[src/rtl/uart_rx_byte.sv]
// uart_rx_byte: serial-to-byte receiver for the Tiny CPU programming path.
// Deserialises 8N1 UART frames (8E1/8O1 when UART_RX_PARITY_EN is defined)
// into bytes.
//
// Parameters:
//   CLKS_PER_BIT  clock cycles per UART bit (legal 4..65535)
//   PARITY_ODD    0 = even parity, 1 = odd; only used with UART_RX_PARITY_EN
//
// Ports:
//   CLK             system clock
//   RST             asynchronous, active-low reset
//   Rx_Serial_in    raw UART line, asynchronous to CLK, idle high
//   Rx_Byte_out     last good received byte, updated only on a good frame
//   Rx_Valid_out    one-cycle pulse, Rx_Byte_out is new
//   Frame_Err_out   one-cycle pulse, stop bit sampled low
//   Parity_Err_out  one-cycle pulse, parity mismatch (0 without the macro)
//   Busy_out        high whenever the receiver is not idle
//
// Optional feature macro: UART_RX_PARITY_EN (adds a parity bit after the data).
module uart_rx_byte #(
  parameter int unsigned CLKS_PER_BIT = 868,
  parameter int unsigned PARITY_ODD   = 0
) (
  input  logic       CLK,
  input  logic       RST,
  input  logic       Rx_Serial_in,
  output logic [7:0] Rx_Byte_out,
  output logic       Rx_Valid_out,
  output logic       Frame_Err_out,
  output logic       Parity_Err_out,
  output logic       Busy_out
);

  localparam int unsigned CW   = $clog2(CLKS_PER_BIT);
  localparam int unsigned HALF = CLKS_PER_BIT / 2;
  localparam logic [CW-1:0] CNT_BIT_END  = CW'(CLKS_PER_BIT - 1);
  localparam logic [CW-1:0] CNT_HALF_END = CW'(HALF - 1);

  typedef enum logic [2:0] {
    IDLE,
    START,
    DATA,
    PARITY,
    STOP,
    BREAK
  } state_t;

  state_t          state, state_nxt;
  logic [1:0]      sync_q;
  logic            rx_s;
  logic [CW-1:0]   cnt, cnt_nxt;
  logic [2:0]      idx, idx_nxt;
  logic [7:0]      sh, sh_nxt;
  logic [7:0]      byte_nxt;
  logic            valid_nxt;
  logic            ferr_nxt;
  logic            bit_end;

`ifdef UART_RX_PARITY_EN
  localparam logic PAR_SENSE = (PARITY_ODD != 0);
  logic            par_bad, par_bad_nxt;
  logic            perr_nxt;
`endif

  // Two-flop synchroniser; resets to idle-high so reset never fakes a start.
  always_ff @(posedge CLK or negedge RST) begin
    if (!RST) sync_q <= '1;
    else      sync_q <= {sync_q[0], Rx_Serial_in};
  end
  assign rx_s = sync_q[1];

  assign bit_end  = (cnt == CNT_BIT_END);
  assign Busy_out = (state != IDLE);

  always_ff @(posedge CLK or negedge RST) begin
    if (!RST) begin
      state         <= IDLE;
      cnt           <= '0;
      idx           <= '0;
      sh            <= '0;
      Rx_Byte_out   <= '0;
      Rx_Valid_out  <= 1'b0;
      Frame_Err_out <= 1'b0;
    end else begin
      state         <= state_nxt;
      cnt           <= cnt_nxt;
      idx           <= idx_nxt;
      sh            <= sh_nxt;
      Rx_Byte_out   <= byte_nxt;
      Rx_Valid_out  <= valid_nxt;
      Frame_Err_out <= ferr_nxt;
    end
  end

`ifdef UART_RX_PARITY_EN
  always_ff @(posedge CLK or negedge RST) begin
    if (!RST) begin
      par_bad        <= 1'b0;
      Parity_Err_out <= 1'b0;
    end else begin
      par_bad        <= par_bad_nxt;
      Parity_Err_out <= perr_nxt;
    end
  end
`else
  assign Parity_Err_out = 1'b0;
`endif

  always_comb begin
    state_nxt = state;
    cnt_nxt   = cnt;
    idx_nxt   = idx;
    sh_nxt    = sh;
    byte_nxt  = Rx_Byte_out;
    valid_nxt = 1'b0;
    ferr_nxt  = 1'b0;
`ifdef UART_RX_PARITY_EN
    par_bad_nxt = par_bad;
    perr_nxt    = 1'b0;
`endif

    case (state)
      IDLE: begin
        if (!rx_s) begin
          cnt_nxt   = '0;
          state_nxt = START;
        end
      end

      // Recheck at mid-start-bit; a high line here was a glitch.
      START: begin
        if (cnt == CNT_HALF_END) begin
          if (!rx_s) begin
            cnt_nxt   = '0;
            idx_nxt   = '0;
            state_nxt = DATA;
          end else begin
            state_nxt = IDLE;
          end
        end else begin
          cnt_nxt = cnt + 1'b1;
        end
      end

      DATA: begin
        if (bit_end) begin
          sh_nxt[idx] = rx_s;
          cnt_nxt     = '0;
          idx_nxt     = idx + 1'b1;
          if (idx == 3'd7) begin
`ifdef UART_RX_PARITY_EN
            state_nxt = PARITY;
`else
            state_nxt = STOP;
`endif
          end
        end else begin
          cnt_nxt = cnt + 1'b1;
        end
      end

`ifdef UART_RX_PARITY_EN
      PARITY: begin
        if (bit_end) begin
          cnt_nxt     = '0;
          par_bad_nxt = ((^sh) ^ rx_s) != PAR_SENSE;
          state_nxt   = STOP;
        end else begin
          cnt_nxt = cnt + 1'b1;
        end
      end
`endif

      // Leaves at mid-stop-bit so a back-to-back start edge is not missed.
      STOP: begin
        if (bit_end) begin
          cnt_nxt = '0;
          if (rx_s) begin
            state_nxt = IDLE;
`ifdef UART_RX_PARITY_EN
            if (par_bad) begin
              perr_nxt = 1'b1;
            end else begin
              byte_nxt  = sh;
              valid_nxt = 1'b1;
            end
`else
            byte_nxt  = sh;
            valid_nxt = 1'b1;
`endif
          end else begin
            ferr_nxt  = 1'b1;
`ifdef UART_RX_PARITY_EN
            perr_nxt  = par_bad;
`endif
            state_nxt = BREAK;
          end
        end else begin
          cnt_nxt = cnt + 1'b1;
        end
      end

      // Held-low line after a framing error must not look like a new start.
      BREAK: begin
        if (rx_s) state_nxt = IDLE;
      end

      default: state_nxt = IDLE;
    endcase
  end

endmodule

[config.mk]
export PLATFORM = sky130hd
export DESIGN_NAME = uart_rx_byte
export DESIGN_NICKNAME = d
export VERILOG_FILES = /design/src/rtl/uart_rx_byte.sv
export SDC_FILE = /design/constraint.sdc
export NUM_CORES = 1
export LEC_CHECK = 0
export ABC_AREA = 1
export BUFFER_PORTS_ARGS = -buffer_cell sky130_fd_sc_hd__buf_2
export CAP_MARGIN = 20
export CORE_MARGIN = 2
export CORE_UTILIZATION = 59
export DETAILED_ROUTE_END_ITERATION = 12
export PLACE_DENSITY = 0.85
export SLEW_MARGIN = 20
export SYNTH_ARGS = -nofsm -noshare
export SYNTH_HDL_FRONTEND = slang
export SYNTH_SLANG_ARGS = --single-unit
[constraint.sdc]
create_clock -name CLK -period 1.63 [get_ports CLK]
set_input_delay 0 -clock CLK [delete_from_list [all_inputs] [get_ports CLK]]
set_output_delay 0 -clock CLK [all_outputs]
set_load 0.005 [all_outputs]
### Word-level counts from Yosys, hierarchy flattened

Cells that the tools add are included.

* bits in registers: 36
* bits in latches: 0
* memory bits (writable): 0
* ROM bits: 0
* output and inout port bits: 12
* memories: 0

* $add $sub $neg: 2
* $mul: 0
* div/mod/pow operators: 0
* $lt $le $gt $ge: 2
* equality and inequality tests: 14
* shifts and indexed selects: 0
* mux-type cells: 26
* bitwise gates (word level): 0
* reduce and logical (&&, ||, !) cells: 10

Operators with widths (number)
* 2-to-1 mux 10 bit: 3
* 2-to-1 mux 3 bit: 10
* case mux 10 bit (3 select lines): 1
* case mux 3 bit (5 select lines): 1
* inequality test 2 bit, second input constant: 7
* adder 10 x 1 -> 10 bit, second input constant: 1
* == test 10 bit, second input constant: 1
* == test 10 x 9 -> 1 bit, second input constant: 1
* == test 3 bit, second input constant: 3
* bitwise mux 8 bit: 1
* 2-to-1 mux 1 bit: 7
* case mux 3 bit (2 select lines): 1
* AND reduction 6 bit: 1
* nonzero test 3 bit: 2
* less-than comparator 3 x 4 -> 1 bit, second input constant: 1
* AND reduction 4 bit: 1
* adder 3 x 1 -> 3 bit, second input constant: 1
* demux 1 bit (select 3 bit): 1
* == test 3 x 1 -> 1 bit, second input constant: 1
* == test 3 x 2 -> 1 bit, second input constant: 1
* greater-or-equal comparator 3 x 1 -> 1 bit, second input constant: 1
* logical NOT 3 bit: 1
* AND reduction 3 bit: 1
* 2-to-1 mux 2 bit: 1
* 4 further kinds: 4

### Depth between registers and ports, before layout

Gate-level depths: netlist of run 1.

* depth in word-level cells: 5
* mapped depth: 12

### Least setup slack after synthesis of run 1

Ideal clock, no wire load.

* kind: reg2reg
* start point: reg cnt[0]
* end point: reg Rx_Byte_out[2]
* arrival time: 1.294 ns
* required time: 1.513 ns
* setup slack: 0.218 ns
* cell stages (with the launch flop): 10
* buffers on the path: 1
* period minus slack after synthesis: 1.412 ns
* path through: dfrtp_1 ha_1 nand2_1 nor2_1 nand3_2 inv_1 nand3_2 buf_6 nand2_1 o21ai_2

* cells in the longest elaborated chain, start to end: 2

RTL lines
* start, declared: RTL line 51 `logic [CW-1:0] cnt, cnt_nxt;`
* start signal, assigned: RTL line 86 `cnt <= cnt_nxt;`
* == test 10 bit: RTL line 72 `assign bit_end = (cnt == CNT_BIT_END);`
* AND reduction 3 bit (no source line)
* end signal, assigned: RTL line 89 `Rx_Byte_out <= byte_nxt;`
* end, declared: RTL line 27 `output logic [7:0] Rx_Byte_out,`

No other way between the ends.
A chain may end at the register's enable or synchronous reset.

### Worst setup path after layout of run 1

* start point: reg cnt[1]
* end point: reg state[0]

* cells in the longest elaborated chain, start to end: 3
* elaborated cells between the ends (all ways): 6
* those cells by class: eq/ne (5); reduce/logical (1)

RTL lines
* == test 10 x 9 -> 1 bit / == test 10 bit (equally long branches): RTL line 132, 72
* inequality test 2 bit (no source line)
* AND reduction 6 bit (no source line) (*)
* end signal, assigned: RTL line 85 `state <= state_nxt;`
* end, declared: RTL line 48 `state_t state, state_nxt;`

Mark *: on every way between the ends. The rest lies on a longest branch, timed or not.

==> results of run 1 <==
## report_power, final
group	total [W]	switching [W]	internal (W)	leakage (nW)
sequential	0.000901	0.00000369	0.000897	0.481
combinational	0.0000320	0.0000244	0.00000766	0.709
clock	0.000632	0.000312	0.000320	0.0412
total	0.00156	0.000340	0.00122	1.23
## placed cells by master, fill, tap and decap left out, types with 4 or more instances in the layout
master    netlist  final
buf_2           1     13
buf_4           1      8
clkbuf_4        0      5
dfrtp_1        34     34
inv_1          38     36
nand2_1        79     78
nand2_2         3      4
nand3_1        14     14
nand4_1         9      9
nor2_1         19     16
nor2_2          4      7
o21ai_1        12     11
o21ai_2         4      5
## final timing paths
path	start	endpoint	slack, ns	depth (start not counted)
setup / recovery	cnt[1]	state[0]	0.05	11
hold / removal	RST	state[2]	0.26	2
setup reg to reg	cnt[1]	state[0]	0.05	11
hold reg to reg	sync_q[0]	sync_q[1]	0.37	0
max in group asynchronous	RST	Rx_Byte_out[0]	0.87	2
min in group CLK	Rx_Serial_in	sync_q[0]	0.28	2
## repair_timing
action | 4_1_cts | 5_1_grt
resized for setup | 1 | 12
hold buffers | 2 | 0
endpoints found under the hold margin | 35 | 0
setup buffers | 1 | 3
setup endpoints to repair | 3 | 22
pin swaps | 0 | 1
## through the flow
stage / instance area (um^2) / total power [W] / hold slack, ns / instances / setup TNS [ns]
finish: 2280 / 0.00156 / 0.259 / 326 / 0
floorplan: 1970 / 0.000925 / -0.296 / 253 / 0
global placement: 2090 / 0.000947 / 0.106 / 312 / 0
CTS: 2200 / 0.00157 / 0.271 / 323 / 0
detailed placement: 2090 / 0.000947 / 0.107 / 312 / 0
global route: 2280 / 0.00162 / 0.273 / 326 / -0.216
## flip-flops by register name (all words and copies together), names as in the netlist
signal	flops
cnt	10
Rx_Byte_out	8
state	3
sh	8
idx	3
sync_q	2
Frame_Err_out	1
Rx_Valid_out	1
## cells by family after synthesis
family | share of synthesized area
simple gates | 0.322
buf+inv | 0.0995
flops | 0.458
compound gates | 0.0894
fa+ha+maj | 0.0253
xor+xnor | 0.00444
other cells | 0.00190
## critical path, stage by stage, from the launching register on
cell and delay, ns:
dfrtp_1 0.42, inv_1 0.08, ha_1 0.15, nand3_1 0.10, nor2_1 0.10, nand2_1 0.10, nand2_4 0.13, nand2_8 0.10
inv_2 0.09, nand2_1 0.08, nand2_1 0.08, nand2_1 0.06
## layout make-up
class                           count  area (um^2)  area share
Clock buffer                        5         37.5      0.0165
Clock inverter                      3         42.5      0.0187
Tap cell                           46         57.6      0.0252
Inverter                           39          146      0.0642
Multi-Input combinational cell    172          917       0.402
Timing Repair Buffer               25          176      0.0773
Sequential cell                    36          903       0.396
## routing by layer
metal | global-route usage | vias to the layer above
met3 | 0.0663 | 6
met1 | 0.278 | 744
li1 | - | 851
met5 | 0 | -
met4 | 0.0973 | 0
met2 | 0.340 | 31
==> qor.yml, run 1 <==
status:
  outcome: "complete, no violations"
timing:
  rsz0062_at_grt: "yes"
  setup_slack_ns: 0.0534
  setup_viol: 0
  fin_crit_ns: 1.58
  maxSlewViolCount: 0
  fmax_mhz: 634
  timing.final.crit_share: 0.967
  hold_viol_final: 0
  worstMarginPinSlew_ns: 0.784
  fin_skew_ns: 0.0103
  max-slew-margin-rel: 0.477
clocking:
  clkTransAtPathRegs_ns: 0.12
  clock-sinks: 36
  insertion_delay_ns: 0.35
  cts_inserted_buffers: 5
  h-tree-depth: 2
  clk_path_buf_depth: 2
  cts_tree: "done"
  cts_root_buffer: "clkbuf_4"
floorplan:
  io_pins: 15
  die_area_mm2: 0.00383
  die_height_um: 61.9
  die_width_um: 61.9
  std_cell_rows: 21
  initial_utilization: 0.601
  core_area_mm2: 0.00328
synthesis:
  synth.distinct_cells: 32
  yosysWarnings: 0
  avgSynthCellArea_um2: 7.80
  ys_top_cells_by_area: "dfrtp_1, nand2_1, inv_1, nor2_1, nand3_1"
  yosys-top-cells-count: "nand2_1, inv_1, dfrtp_1"
  synth-seq-cells: 36
  async_flop_share: 1.00
  synth_ff_type: "dfrtp_1"
  synth.top_cell.area_share: 0.431
  synth_edf_count: 0
  synth.most_common_cell: "nand2_1"
  yosysTopAreaCell: "dfrtp_1"
  synthCells: 253
  ys_seq_area_frac: 0.458
  syn-num-nets: 260
  synth_area_mm2: 0.00197
final_layout:
  nets: 286
  area_growth_syn_to_layout_pct: 15.5
  fillCellCount: 251
  diodes: 0
  fin_util: 0.694
  drive_gt1_frac: 0.232
global_route:
  grt_max_degree: 37
  grt_first_pass_wirelength_mm: 5.93
  grt_pass1_vias: 1408
  antenna_found_initial: 0
  grt.overflow.total: 0
  grtUsageTotal: 0.217
place:
  place_ws_ns: 0.0171
  gp_congestion: 0.799
  numPortBuffers: 13
  hpwlAfterDp_mm: 2.57
power_and_ir_drop:
  power_density_mw_per_mm2: 686
  ir_drop_mv: 0.540
  power_leakage_nw: 1.23
run:
  maxCapViolCount: 0
critical_path:
  path_class: "flip-flop to flip-flop"
  startpoint_type: "flip-flop"
  cp.arrival_ns: 1.83
  crit_required_ns: 1.88
  worstPathMaxFanout: 12
  cp-end-kind: "flip-flop"
drt:
  top_layer: "met4"
  wl_met2_mm: 1.84
  drtPass1Iterations: 4
  viasPerCell: 5.01
  vias: 1632
  drt-met1-wl_mm: 1.81
  wl_per_cell_um: 11.9
  post-route-drc-count: 0
  initialDrtViolationCount: 75
  wl_mm: 3.88
  final_antenna_net_count: 0
  dr_wl_met3_um: 137
worst_hold_path:
  hold_path.class: "input pin to asynchronous set/reset pin"
Note: power is estimated with default switching activity, not from simulation.
==> run 2, diff against run 1 <==
REMOVE_ABC_BUFFERS = 1   (was default)
==> run 2 against run 1 <==
Effect of this change:
- global-route usage decreased by 0.75 points
- clock skew increased by 0.0091 ns
- combinational power about the same
- critical path depth decreased by 1
- critical endpoint is now idx[0]
- hold slack got worse by 0.038 ns
==> qor.yml, run 2 (synthesis results as in run 1) <==
power_and_ir_drop:
  p_switching_w: 0.000327  # -3.9%
  swShare: 0.210  # -0.00687
  power_density_mw_per_mm2: 688  # +0.22%
  power_leakage_nw: 1.23  # -0.41%
  clkPwrFrac: 0.400  # -0.004
  ir_drop_mv: 0.510  # -5.5%
  internal_power_w: 0.00123  # +0.10%
  sequentialPowerShare: 0.580  # +0.004
  p_total_w: 0.00155  # -0.77%
  p_comb_frac: 0.020  # about the same
timing:
  maxSlewViolCount: 0  # unchanged
  fmax_mhz: 660  # +4.1%
  fin_hold_ws_ns: 0.221  # -0.0378 ns
  max-slew-margin-rel: 0.486  # +0.00908
  hold_viol_final: 0  # unchanged
  rsz0062_at_grt: "yes"
  fin_skew_ns: 0.0194  # +0.00913 ns
  timing.final.crit_share: 0.929  # -0.0379
  setup_viol: 0  # unchanged
  setup_slack_ns: 0.115  # +0.0617 ns
  worstMarginPinSlew_ns: 0.771  # -0.0136 ns
  fin_crit_ns: 1.51  # -0.0617 ns
place:
  placed_area_mm2: 0.00211  # +0.96%
  numPortBuffers: 13  # unchanged
  place_ws_ns: 0.0145  # -0.00266 ns
  gp_congestion: 0.851  # +6.5%
  hpwlAfterDp_mm: 2.73  # +6.1%
final_layout:
  drive_gt1_frac: 0.209  # -0.0235
  layout_commonest_cell: "nand2_1"
  most-common-layout-cells: "nand2_1, inv_1, dfrtp_1"
  final_area_mm2: 0.00226  # -0.99%
  nets: 284  # -0.70%
  multi_input_area_um2: 911  # -0.68%
  diodes: 0  # unchanged
  largest_reg_flops: 10  # unchanged
  reg_top3: "cnt (10), Rx_Byte_out (8), sh (8)"
  area_growth_syn_to_layout_pct: 14.4
  fillCellCount: 258  # +2.8%
  regArea_um2: 903  # unchanged
  top_register: "cnt"
global_route:
  grt.overflow.total: 0  # unchanged
  grtUsageTotal: 0.210  # -0.00752
  grt_first_pass_wirelength_mm: 5.73  # -3.5%
  antenna_found_initial: 0  # unchanged
  grt_pass1_vias: 1349  # -4.2%
  grt_max_degree: 37  # unchanged
floorplan:
  die_width_um: 61.9  # unchanged
  initial_utilization: 0.601  # unchanged
  die_area_mm2: 0.00383  # unchanged
  std_cell_rows: 21  # unchanged
  core_area_mm2: 0.00328  # unchanged
  die_height_um: 61.9  # unchanged
  io_pins: 15  # unchanged
drt:
  vias: 1642  # +0.61%
  drtPass1Iterations: 4  # unchanged
  wl_met2_mm: 1.79  # -2.7%
  viasPerCell: 5.07  # +1.2%
  dr_wl_met3_um: 119  # -13%
  wl_mm: 3.64  # -6.3%
  top_layer: "met4"
  post-route-drc-count: 0  # unchanged
  drt-met1-wl_mm: 1.64  # -9.8%
  wl_per_cell_um: 11.2  # -5.7%
  initialDrtViolationCount: 72  # -4.0%
  final_antenna_net_count: 0  # unchanged
clocking:
  clock-sinks: 36  # unchanged
  cts_root_buffer: "clkbuf_4"
  clk_path_buf_depth: 2  # unchanged
  clkTransAtPathRegs_ns: 0.11  # about the same
  cts_tree: "done"
  h-tree-depth: 2  # unchanged
  insertion_delay_ns: 0.37  # +0.02 ns
  cts_inserted_buffers: 5  # unchanged
critical_path:
  worstPathMaxFanout: 4  # -8
  startpoint_type: "flip-flop"
  cp.arrival_ns: 1.77  # -0.06 ns
  reg2reg_depth: 10  # -1
  cp_slowest_cell: "dfrtp_1"
  max_stage_delay_ns: 0.43  # about the same
  path_class: "flip-flop to flip-flop"
  path_cells: "inv_2 > ha_1 > nand3_2 > nor2_1 > nand2_1 > nand2_4 > buf_4 > o21ai_1 > nand2_1 > nand2_1"
  cp-end-kind: "flip-flop"
  critPathMostFrequentCell: "nand2_1"
  crit_required_ns: 1.88  # about the same
worst_hold_path:
  hold_path.class: "input pin to asynchronous set/reset pin"
status:
  outcome: "complete, no violations"
run:
  maxCapViolCount: 0  # unchanged
## run 2: metal layers
layer / global-route usage / vias to the layer above
met5: 0 / -
met4: 0.119 / 0
met3: 0.0435 / 7
met2: 0.332 / 28
met1: 0.267 / 764
li1: - / 843
## run 2: final cells by class
cell class | instances | share of cell area
Clock inverter | 2 | 0.0155
Clock buffer | 6 | 0.0183
Inverter | 39 | 0.0659
Multi-Input combinational cell | 172 | 0.403
Sequential cell | 36 | 0.400
Tap cell | 46 | 0.0255
Timing Repair Buffer | 23 | 0.0715
## run 2: final timing paths
| path | endpoint | slack, ns | from |
|---|---|---|---|
| setup / recovery | idx[0] | 0.12 | cnt[1] |
| hold / removal | Rx_Byte_out[6] | 0.22 | RST |
| setup reg to reg | idx[0] | 0.12 | cnt[1] |
| hold reg to reg | sync_q[1] | 0.36 | sync_q[0] |
| max in group asynchronous | idx[2] | 0.91 | RST |
| min in group CLK | sync_q[0] | 0.28 | Rx_Serial_in |
## run 2: through the flow
| stage | cells | util | setup TNS, ns |
|---|---|---|---|
| floorplan | 247 | - | 0 |
| global placement | 313 | 0.643 | 0 |
| detailed placement | 313 | 0.643 | 0 |
| CTS | 323 | 0.672 | 0 |
| global route | 324 | 0.688 | -0.0287 |
| finish | 324 | 0.688 | 0 |
## run 2: repair_timing
action / 4_1_cts / 5_1_grt
hold buffers: 2 / 0
hold endpoints to repair: 35 / 0
setup buffers: 0 / 1
setup endpoints to repair: 0 / 14
resized for setup: 0 / 11
## run 2: critical path: cells and delay by family (launching register included)
family,cells,cell delay (ns)
compound gates,1,0.10
buf+inv,2,0.21
fa+ha+maj,1,0.15
flops,1,0.43
simple gates,6,0.52
## run 2: power by group through the flow
stage                     sequential, W  clock, W  combinational [W]
after CTS                      0.000900  0.000632          0.0000330
after global placement         0.000917         0          0.0000287
after global routing           0.000901  0.000671          0.0000379
after floorplan                0.000918         0         0.00000476
after detailed placement       0.000917         0          0.0000294
final                          0.000900  0.000620          0.0000317
